File: config.mk
export PLATFORM = sky130hd
export DESIGN_NAME = keypad_matrix_scanner
export DESIGN_NICKNAME = d
export VERILOG_FILES = /design/src/rtl/keypad_pkg.sv /design/src/rtl/keypad_matrix_scanner_debounce.sv /design/src/rtl/keypad_matrix_scanner.sv
export SDC_FILE = /design/constraint.sdc
export NUM_CORES = 1
export LEC_CHECK = 0
export CORE_MARGIN = 2
export CORE_UTILIZATION = 28
export DETAILED_ROUTE_END_ITERATION = 6
export PLACE_DENSITY_LB_ADDON = 0.2
export SYNTH_ARGS = -nofsm -noshare
export SYNTH_HDL_FRONTEND = slang
export SYNTH_SLANG_ARGS = --single-unit
File: constraint.sdc
create_clock -name CLK -period 3.8 [get_ports CLK]
set_input_delay 0.76 -clock CLK [delete_from_list [all_inputs] [get_ports CLK]]
set_output_delay 0.76 -clock CLK [all_outputs]
set_load 0.05 [all_outputs]
File: src/rtl/keypad_pkg.sv
// Shared constants and helpers for the keypad matrix scanner.
// Key numbering is row-major: row * cols + col.
package keypad_pkg;

  localparam int unsigned MAX_ROWS     = 8;
  localparam int unsigned MAX_COLS     = 8;
  localparam int unsigned MIN_SCAN_DIV = 4;
  localparam int unsigned MIN_DB_LEN   = 2;

  localparam logic [MAX_ROWS-1:0] KEY_IDLE_ROW = '1;

  function automatic int unsigned key_index(
    input int unsigned row,
    input int unsigned col,
    input int unsigned cols
  );
    return row * cols + col;
  endfunction

endpackage

File: src/rtl/keypad_matrix_scanner_debounce.sv
// Per-key debouncer: DB_LEN-deep sample history, shifted on sample_en.
// rise is a same-cycle pulse when the debounced state is about to go 0->1.
module key_debounce
  import keypad_pkg::*;
#(
  parameter int unsigned DB_LEN = 4
) (
  input  logic CLK,
  input  logic RST,
  input  logic sample_en,
  input  logic raw,
  output logic state,
  output logic rise
);

  logic [DB_LEN-1:0] hist;
  logic [DB_LEN-1:0] hist_nxt;

  assign hist_nxt = {hist[DB_LEN-2:0], raw};
  assign rise     = sample_en && !state && (&hist_nxt);

  always_ff @(posedge CLK) begin
    if (RST) begin
      hist  <= '0;
      state <= 1'b0;
    end else if (sample_en) begin
      hist <= hist_nxt;
      if (&hist_nxt) begin
        state <= 1'b1;
      end else if (~|hist_nxt) begin
        state <= 1'b0;
      end
    end
  end

endmodule

File: src/rtl/keypad_matrix_scanner.sv
// Row-scanned key matrix reader with per-key debounce and a
// valid/ready press-event output; releases produce no events.
module keypad_matrix_scanner
  import keypad_pkg::*;
#(
  parameter int unsigned ROWS     = 4,
  parameter int unsigned COLS     = 4,
  parameter int unsigned SCAN_DIV = 1000,
  parameter int unsigned DB_LEN   = 4,
  localparam int unsigned NKEY    = ROWS * COLS,
  localparam int unsigned KW      = (NKEY > 1) ? $clog2(NKEY) : 1
) (
  input  logic            CLK,
  input  logic            RST,
  input  logic [COLS-1:0] col_in,
  output logic [ROWS-1:0] row_out,
  output logic            key_valid,
  input  logic            key_ready,
  output logic [KW-1:0]   key_code,
  output logic [NKEY-1:0] key_map,
  output logic            overrun
);

  localparam int unsigned CW = (SCAN_DIV > 1) ? $clog2(SCAN_DIV) : 1;
  localparam int unsigned RW = (ROWS > 1) ? $clog2(ROWS) : 1;

  logic [CW-1:0]   dwell;
  logic [RW-1:0]   row_idx;
  logic [ROWS-1:0] row_dec;
  logic [COLS-1:0] col_s1;
  logic [COLS-1:0] col_s2;
  logic            sample_tick;

  logic [NKEY-1:0] rise_vec;
  logic [NKEY-1:0] pending;
  logic [NKEY-1:0] pending_nxt;
  logic [NKEY-1:0] clr;
  logic [NKEY-1:0] held;
  logic [KW-1:0]   pick;
  logic            load;
  logic            ovr_hit;

  assign sample_tick = (dwell == CW'(SCAN_DIV - 1));

  always_comb begin
    row_dec          = KEY_IDLE_ROW[ROWS-1:0];
    row_dec[row_idx] = 1'b0;
  end

  always_ff @(posedge CLK) begin
    if (RST) begin
      dwell   <= '0;
      row_idx <= '0;
      row_out <= ~ROWS'(1);
      col_s1  <= '0;
      col_s2  <= '0;
    end else begin
      dwell   <= sample_tick ? '0 : dwell + 1'b1;
      row_out <= row_dec;
      col_s1  <= ~col_in;
      col_s2  <= col_s1;
      if (sample_tick) begin
        row_idx <= (row_idx == RW'(ROWS - 1)) ? '0 : row_idx + 1'b1;
      end
    end
  end

  for (genvar r = 0; r < ROWS; r++) begin : g_row
    for (genvar c = 0; c < COLS; c++) begin : g_col
      localparam int unsigned K = key_index(r, c, COLS);
      key_debounce #(
        .DB_LEN (DB_LEN)
      ) u_db (
        .CLK       (CLK),
        .RST       (RST),
        .sample_en (sample_tick && (row_idx == RW'(r))),
        .raw       (col_s2[c]),
        .state     (key_map[K]),
        .rise      (rise_vec[K])
      );
    end
  end

  always_comb begin
    pick = '0;
    for (int i = int'(NKEY) - 1; i >= 0; i--) begin
      if (pending[i]) pick = KW'(i);
    end
  end

  assign load = !key_valid && (|pending);

  // An event sitting unaccepted in the output register still counts
  // as outstanding, so a repeat press of that key is an overrun.
  always_comb begin
    clr  = '0;
    held = '0;
    if (load) clr[pick] = 1'b1;
    if (key_valid && !key_ready) held[key_code] = 1'b1;
  end

  assign ovr_hit     = |(rise_vec & ((pending & ~clr) | held));
  assign pending_nxt = (pending & ~clr) | (rise_vec & ~held);

  always_ff @(posedge CLK) begin
    if (RST) begin
      pending   <= '0;
      key_valid <= 1'b0;
      key_code  <= '0;
      overrun   <= 1'b0;
    end else begin
      pending <= pending_nxt;
      if (ovr_hit) overrun <= 1'b1;
      if (load) begin
        key_valid <= 1'b1;
        key_code  <= pick;
      end else if (key_valid && key_ready) begin
        key_valid <= 1'b0;
      end
    end
  end

endmodule

==> out/results.ini, run 1 <==
[setup_path]
crit_family=simple AND/OR/NAND/NOR gates
cp_cell_sequence=ha_1 -> and4b_1 -> nand4_2 -> buf_4 -> nor4b_1 -> o221ai_1 -> o2111a_1 -> a31oi_1
critPathKind=flip-flop to flip-flop
worstSetupEndpointType=flip-flop
critical_path.slowest_cell=sky130_fd_sc_hd__nand4_2
path_buf_inv=1
timing.critical_path.fanout_max=15
regToRegEndpoint=overrun
critical_path.startpoint=dwell[0]
critical_path.max_stage_delay_ps=410
worstSetupEndpoint=overrun
timing.reg2reg.setup_slack_ps=1080
stages_on_worst_setup_path=8
r2r_start=dwell[0]
crit_arrival_ps=3000
worstRegToRegCells=8
crit_required_ps=4080
start_kind=flip-flop

[floorplanning]
dieHeight_um=140
ios=33
die_x_um=140
rows=49
initial_utilization_pct=28.7
die_area_um2=19700
floorplan.core_area_um2=18100

[layout]
fraction_of_layout_cells_with_a_size_suffix_above_1_pct=5.00
flow.area_growth_from_synthesis_pct=12.9
final_core_occ_pct=32.4
design.final.nets=647
number_of_diodes_added_for_antenna_fixing=0

[timing]
final_worst_path_period_share_pct=71.5
finish_stage_setup_viols=0
hold_viol_final=0
timing.final.crit_period_ps=2720
drv_slew=0
worstMarginPinSlew_ps=851
rsz_0062_raised_after_global_routing=false
sum_of_negative_setup_slack_ps=0
relSlewSlack_pct=42.7
setup_slack_ps=1080
timing.clock.skew_ps=6.61
fmax_mhz=368

[global_route]
grt_overflow_total=0
grt_start_max_net_pins=59
grt_pass1_vias=4320
global_route.usage.total_pct=13.8
antenna_found_initial=0
grt_first_pass_wirelength_um=22000

[route]
detail_route.iter0.violations=411
highest_layer=met4
detail-route-antenna-nets=0
detail_route.drc_violations=0
post_drt_via_cell_ratio=5.26
route.layer.met1.wl_um=6140
dr_wl_met2_um=6220
routed_wl_um=13300
via_count=4570
dr_wl_met3_um=666
drt-pass1-iter-count=5
wl_per_cell_um=15.3

[cts]
tritoncts_num_sinks=110
cts_inserted_buffers=9
hold_buffer_count_at_cts=0
cts_repair_resize_count=0
clk_latency_ps=350
cts_tree=done
htree_levels=3
cts_max_path_buffers=2
cts_post_setup_buffers_inserted=0
clock_pin_slew_reported_for_the_worst_setup_and_hold_paths_after_clock_tree_synthesis_ps=70
clk_root_buffer_cell=sky130_fd_sc_hd__clkbuf_16

[synth]
number_of_enable_flip_flop_cells_after_synthesis=0
yosysMostFrequentCell=sky130_fd_sc_hd__dfxtp_1
yosysUniqueCellTypes=67
yosysTopAreaCellShare_pct=42.2
top_cells_by_instance_count_after_synthesis=sky130_fd_sc_hd__dfxtp_1 (110), sky130_fd_sc_hd__nand2_1 (98), sky130_fd_sc_hd__a21oi_1 (80)
async_reset_ff_share_pct=0
synthesis.area_per_instance_um2=8.18
postSynthCellCount=638
synth.ff_latch_count=110
yosysWarnings=0
synth_area_leader_cell=sky130_fd_sc_hd__dfxtp_1
synth-seq-area-share_pct=42.2
yosys-top-cells-area=sky130_fd_sc_hd__dfxtp_1 (42%), sky130_fd_sc_hd__a21oi_1 (7.7%), sky130_fd_sc_hd__nand2_1 (7.1%), sky130_fd_sc_hd__nor2_1 (4.6%), sky130_fd_sc_hd__mux2i_1 (2.7%)
ys.flop_type=sky130_fd_sc_hd__dfxtp_1
syn_area_um2=5220
syn_nets=650

[power]
power.sequential.fraction_pct=53.9
p_int_uw=1710
p_sw_share_pct=21.3
switchingPower_uw=461
max-vdd-ir-drop_v=0.000198
cellPowerDensity_nw_per_um2=368
power.combinational.fraction_pct=1.7
clockPowerShare_pct=44.4
fin_total_pwr_uw=2170
static-leakage-power_uw=0.00193

[place]
gp_routability_congestion=0.893
dpl.hpwl_um=9430
numPortBuffers=32
preCtsSetupSlack_ps=826

[flow_run]
timing.max_cap.violations=0

[worst_hold_path]
hold_path.class=flip-flop to flip-flop
min-delay-start=col_s1[2]

[run_status]
status=finished clean

==> cells by family (layout without fill, tap and decap cells) <==
group / count (synthesis) / count (layout) / synth area share, %
fa+ha+maj: 5 / 5 / 1.20
flops: 110 / 110 / 42.2
mux: 14 / 14 / 2.69
compound gates: 154 / 154 / 18.4
buf+inv: 65 / 67 / 6.38
simple gates: 282 / 282 / 27.8
xor+xnor: 8 / 8 / 1.34
==> metrics by stage <==
stage | area [µm²] | hold WS [ps] | cells
2_1_floorplan | 5220 | 414 | 638
3_3_place_gp | 5590 | 424 | 853
3_5_place_dp | 5590 | 430 | 853
4_1_cts | 5890 | 447 | 869
5_1_grt | 5890 | 463 | 869
6_report | 5890 | 444 | 869
==> worst reg2reg max path: stages (launching register included) <==
cell                       delay [ps]
sky130_fd_sc_hd__dfxtp_1          380
sky130_fd_sc_hd__ha_1             220
sky130_fd_sc_hd__and4b_1          330
sky130_fd_sc_hd__nand4_2          410
sky130_fd_sc_hd__buf_4            380
sky130_fd_sc_hd__nor4b_1          400
sky130_fd_sc_hd__o221ai_1         230
sky130_fd_sc_hd__o2111a_1         160
sky130_fd_sc_hd__a31oi_1          150
==> area by class of cell <==
cell class / count / area (µm²)
fill: 1912 / 12300
multi-input combinational: 463 / 2680
sequential: 110 / 2200
timing repair buffer: 39 / 370
tap: 229 / 287
clock buffer: 12 / 246
clock inverter: 4 / 55.1
inverter: 12 / 45.0
==> sequential cells by signal, summed over array words and instances (netlist names), 4 cells and up <==
register and cells:
g_row.g_col.u_db.hist 48, pending 16, col_s1 4, key_code 4, dwell 10, col_s2 4, row_out 4, g_row.g_col.u_db.state 16
==> how the worst min path moves through the flow <==
stage | cells past startpoint | slack (ps) | to
5_1_grt | 1 | 460 | col_s2[2]
2_1_floorplan | 1 | 410 | col_s2[0]
3_3_place_gp | 1 | 420 | col_s2[1]
4_1_cts | 1 | 450 | col_s2[1]
6_report | 1 | 440 | col_s2[2]
3_5_place_dp | 1 | 430 | col_s2[1]
==> routing by layer <==
layer / global-route usage, % / up-vias
li1: - / 2258
met1: 17.6 / 2188
met2: 22.7 / 105
met3: 3.97 / 19
met4: 4.42 / 0
met5: 0 / -
==> cell usage in the layout (no fill, tap or decap), types with 12 or more instances in the layout <==
| cell | count |
|---|---|
| sky130_fd_sc_hd__dfxtp_1 | 110 |
| sky130_fd_sc_hd__nand2_1 | 98 |
| sky130_fd_sc_hd__a21oi_1 | 80 |
| sky130_fd_sc_hd__nor2_1 | 64 |
| sky130_fd_sc_hd__clkdlybuf4s50_1 | 31 |
| sky130_fd_sc_hd__nand3_1 | 26 |
| sky130_fd_sc_hd__o21ai_0 | 21 |
| sky130_fd_sc_hd__o41ai_1 | 15 |
| sky130_fd_sc_hd__mux2i_1 | 14 |
| sky130_fd_sc_hd__inv_1 | 12 |
==> power by group through the flow <==
| stage | combinational [µW] | clock [µW] | sequential [µW] |
|---|---|---|---|
| global route | 40.7 | 1050 | 1170 |
| finish | 36.6 | 962 | 1170 |
| floorplan | 29.0 | 0 | 1190 |
| detailed placement | 37.1 | 0 | 1200 |
| global placement | 36.5 | 0 | 1200 |
| CTS | 37.1 | 1000 | 1170 |
Note: power is estimated with default switching activity, not from simulation.
==> inputs of run 2 (changes only) <==
clock period = 2.7 ns   (was 3.8 ns; I/O delays follow)
==> run 2 against run 1 <==
Count of clock-buffer cells in the layout decreased by 1. Sequential cell count unchanged. Sequential share of layout area decreased by 0.97 points. Power increased by 38%. Global-route usage increased by 0.75 points. Worst setup slack got worse by 880 ps. Register-to-register slack got worse by 880 ps. Wire length increased by 5.6%. Largest cell class unchanged.
==> out/results.ini, run 2 (synthesis results as in run 1) <==
[place]
dpl.hpwl_um=10300
gp_routability_congestion=0.907
cell_area_after_placement_um2=5740
numPortBuffers=32
preCtsSetupSlack_ps=42.6

[timing]
fmax_mhz=401
timing.final.crit_period_ps=2500
final_worst_path_period_share_pct=92.4
relSlewSlack_pct=40.8
sum_of_negative_setup_slack_ps=0
rsz_0062_raised_after_global_routing=false
hold_viol_final=0
timing.clock.skew_ps=10.6
finish_stage_setup_viols=0
drv_slew=0
setup_slack_ps=204
worstMarginPinSlew_ps=879
hold_ws_ps=437

[layout]
number_of_diodes_added_for_antenna_fixing=0
final_cell_mix=sky130_fd_sc_hd__dfxtp_1 (110), sky130_fd_sc_hd__nand2_1 (98), sky130_fd_sc_hd__a21oi_1 (80), sky130_fd_sc_hd__nor2_1 (64), sky130_fd_sc_hd__clkdlybuf4s50_1 (31)
biggestRegsByFlops=g_row.g_col.u_db.hist x48, g_row.g_col.u_db.state x16, pending x16
design.final.nets=666
postLayoutCellArea_um2=6040
flow.area_growth_from_synthesis_pct=15.9
fraction_of_layout_cells_with_a_size_suffix_above_1_pct=8.35
layout.cells.most_common=sky130_fd_sc_hd__dfxtp_1
registers.top_by_ff_count=g_row.g_col.u_db.hist
largest_register_ffs=48

[cts]
cts_max_path_buffers=2
cts_post_setup_buffers_inserted=0
htree_levels=3
tritoncts_num_sinks=110
hold_buffer_count_at_cts=0
cts_tree=done
cts_inserted_buffers=9
clock_pin_slew_reported_for_the_worst_setup_and_hold_paths_after_clock_tree_synthesis_ps=70
clk_latency_ps=360
clk_root_buffer_cell=sky130_fd_sc_hd__clkbuf_16

[global_route]
global_route.usage.total_pct=14.6
grt_first_pass_wirelength_um=22700
antenna_found_initial=0
grt_start_max_net_pins=75
grt_overflow_total=0
grt_pass1_vias=4424

[floorplanning]
die_area_um2=19700
die_x_um=140
ios=33
rows=49
floorplan.core_area_um2=18100
dieHeight_um=140
initial_utilization_pct=28.7

[route]
detail-route-antenna-nets=0
via_count=4609
routed_wl_um=14000
post_drt_via_cell_ratio=5.19
detail_route.drc_violations=0
wl_per_cell_um=15.8
detail_route.iter0.violations=406
drt-pass1-iter-count=4

[worst_hold_path]
hold_path.class=flip-flop to flip-flop
hold-path-endpoint=col_s2[0]
min-delay-start=col_s1[0]
hold_path_depth=1

[power]
max-vdd-ir-drop_v=0.000304
cellPowerDensity_nw_per_um2=495
static-leakage-power_uw=0.00202

[setup_path]
start_kind=flip-flop
timing.critical_path.fanout_max=7
critPathKind=flip-flop to flip-flop
crit_required_ps=2930
crit_arrival_ps=2730
worstRegToRegCells=7
worstSetupEndpointType=flip-flop
r2r_start=pending[6]
regToRegEndpoint=overrun
timing.reg2reg.setup_slack_ps=200

[flow_run]
timing.max_cap.violations=0

[run_status]
status=finished clean

==> run 2: metal layers <==
layer | wire, µm | share of wire [%] | global-route usage [%] | vias to the layer above
met1 | 6490 | 46 | 18.6 | 2187
met3 | 588 | 4.2 | 3.32 | 19
met4 | 249 | 1.8 | 5.05 | 0
met5 | 0 | 0 | 0 | -
li1 | - | - | - | 2306
met2 | 6690 | 48 | 24.4 | 97
==> run 2: worst max path at each step <==
stage,startpoint,endpoint,depth (start not counted),slack (ps)
2_1_floorplan,key_code[2],overrun,8,340
3_3_place_gp,key_ready,overrun,8,10
3_5_place_dp,key_ready,overrun,8,40
4_1_cts,dwell[0],overrun,9,200
5_1_grt,dwell[0],overrun,8,20
6_report,pending[6],overrun,7,200
==> run 2: cell type report <==
cell class,count,area (µm²)
Tap cell,229,287
Inverter,12,45.0
Multi-Input combinational cell,463,2700
Timing Repair Buffer,58,526
Clock inverter,5,41.3
Fill cell,1916,12100
Sequential cell,110,2200
Clock buffer,11,243
==> run 2: power breakdown <==
group | switching [µW] | leakage (µW) | internal [µW]
Combinational | 39.5 | 0.000998 | 22.2
Clock | 629 | 0.000138 | 662
Sequential | 10.5 | 0.000888 | 1630
==> run 2: worst max-delay path, stage by stage (launching register included) <==
cell	delay, ps
sky130_fd_sc_hd__dfxtp_1	410
sky130_fd_sc_hd__nor4_4	450
sky130_fd_sc_hd__nand3b_1	260
sky130_fd_sc_hd__nand2b_4	220
sky130_fd_sc_hd__o41a_1	390
sky130_fd_sc_hd__a2111oi_2	340
sky130_fd_sc_hd__o2111a_1	230
sky130_fd_sc_hd__a31oi_1	80
==> run 2: repair_timing <==
item | 4_1_cts | 5_1_grt
endpoints found under the hold margin | 0 | 0
resized for setup | 0 | 3
setup endpoints to repair | 0 | 1
==> run 2: metrics by stage <==
stage | total power, µW | utilization (%) | instances
after floorplan | 1710 | - | 638
after global placement | 1740 | 31.6 | 872
after detailed placement | 1740 | 31.6 | 872
after CTS | 3040 | 33.2 | 888
after global routing | 3110 | 33.3 | 888
final | 2990 | 33.3 | 888
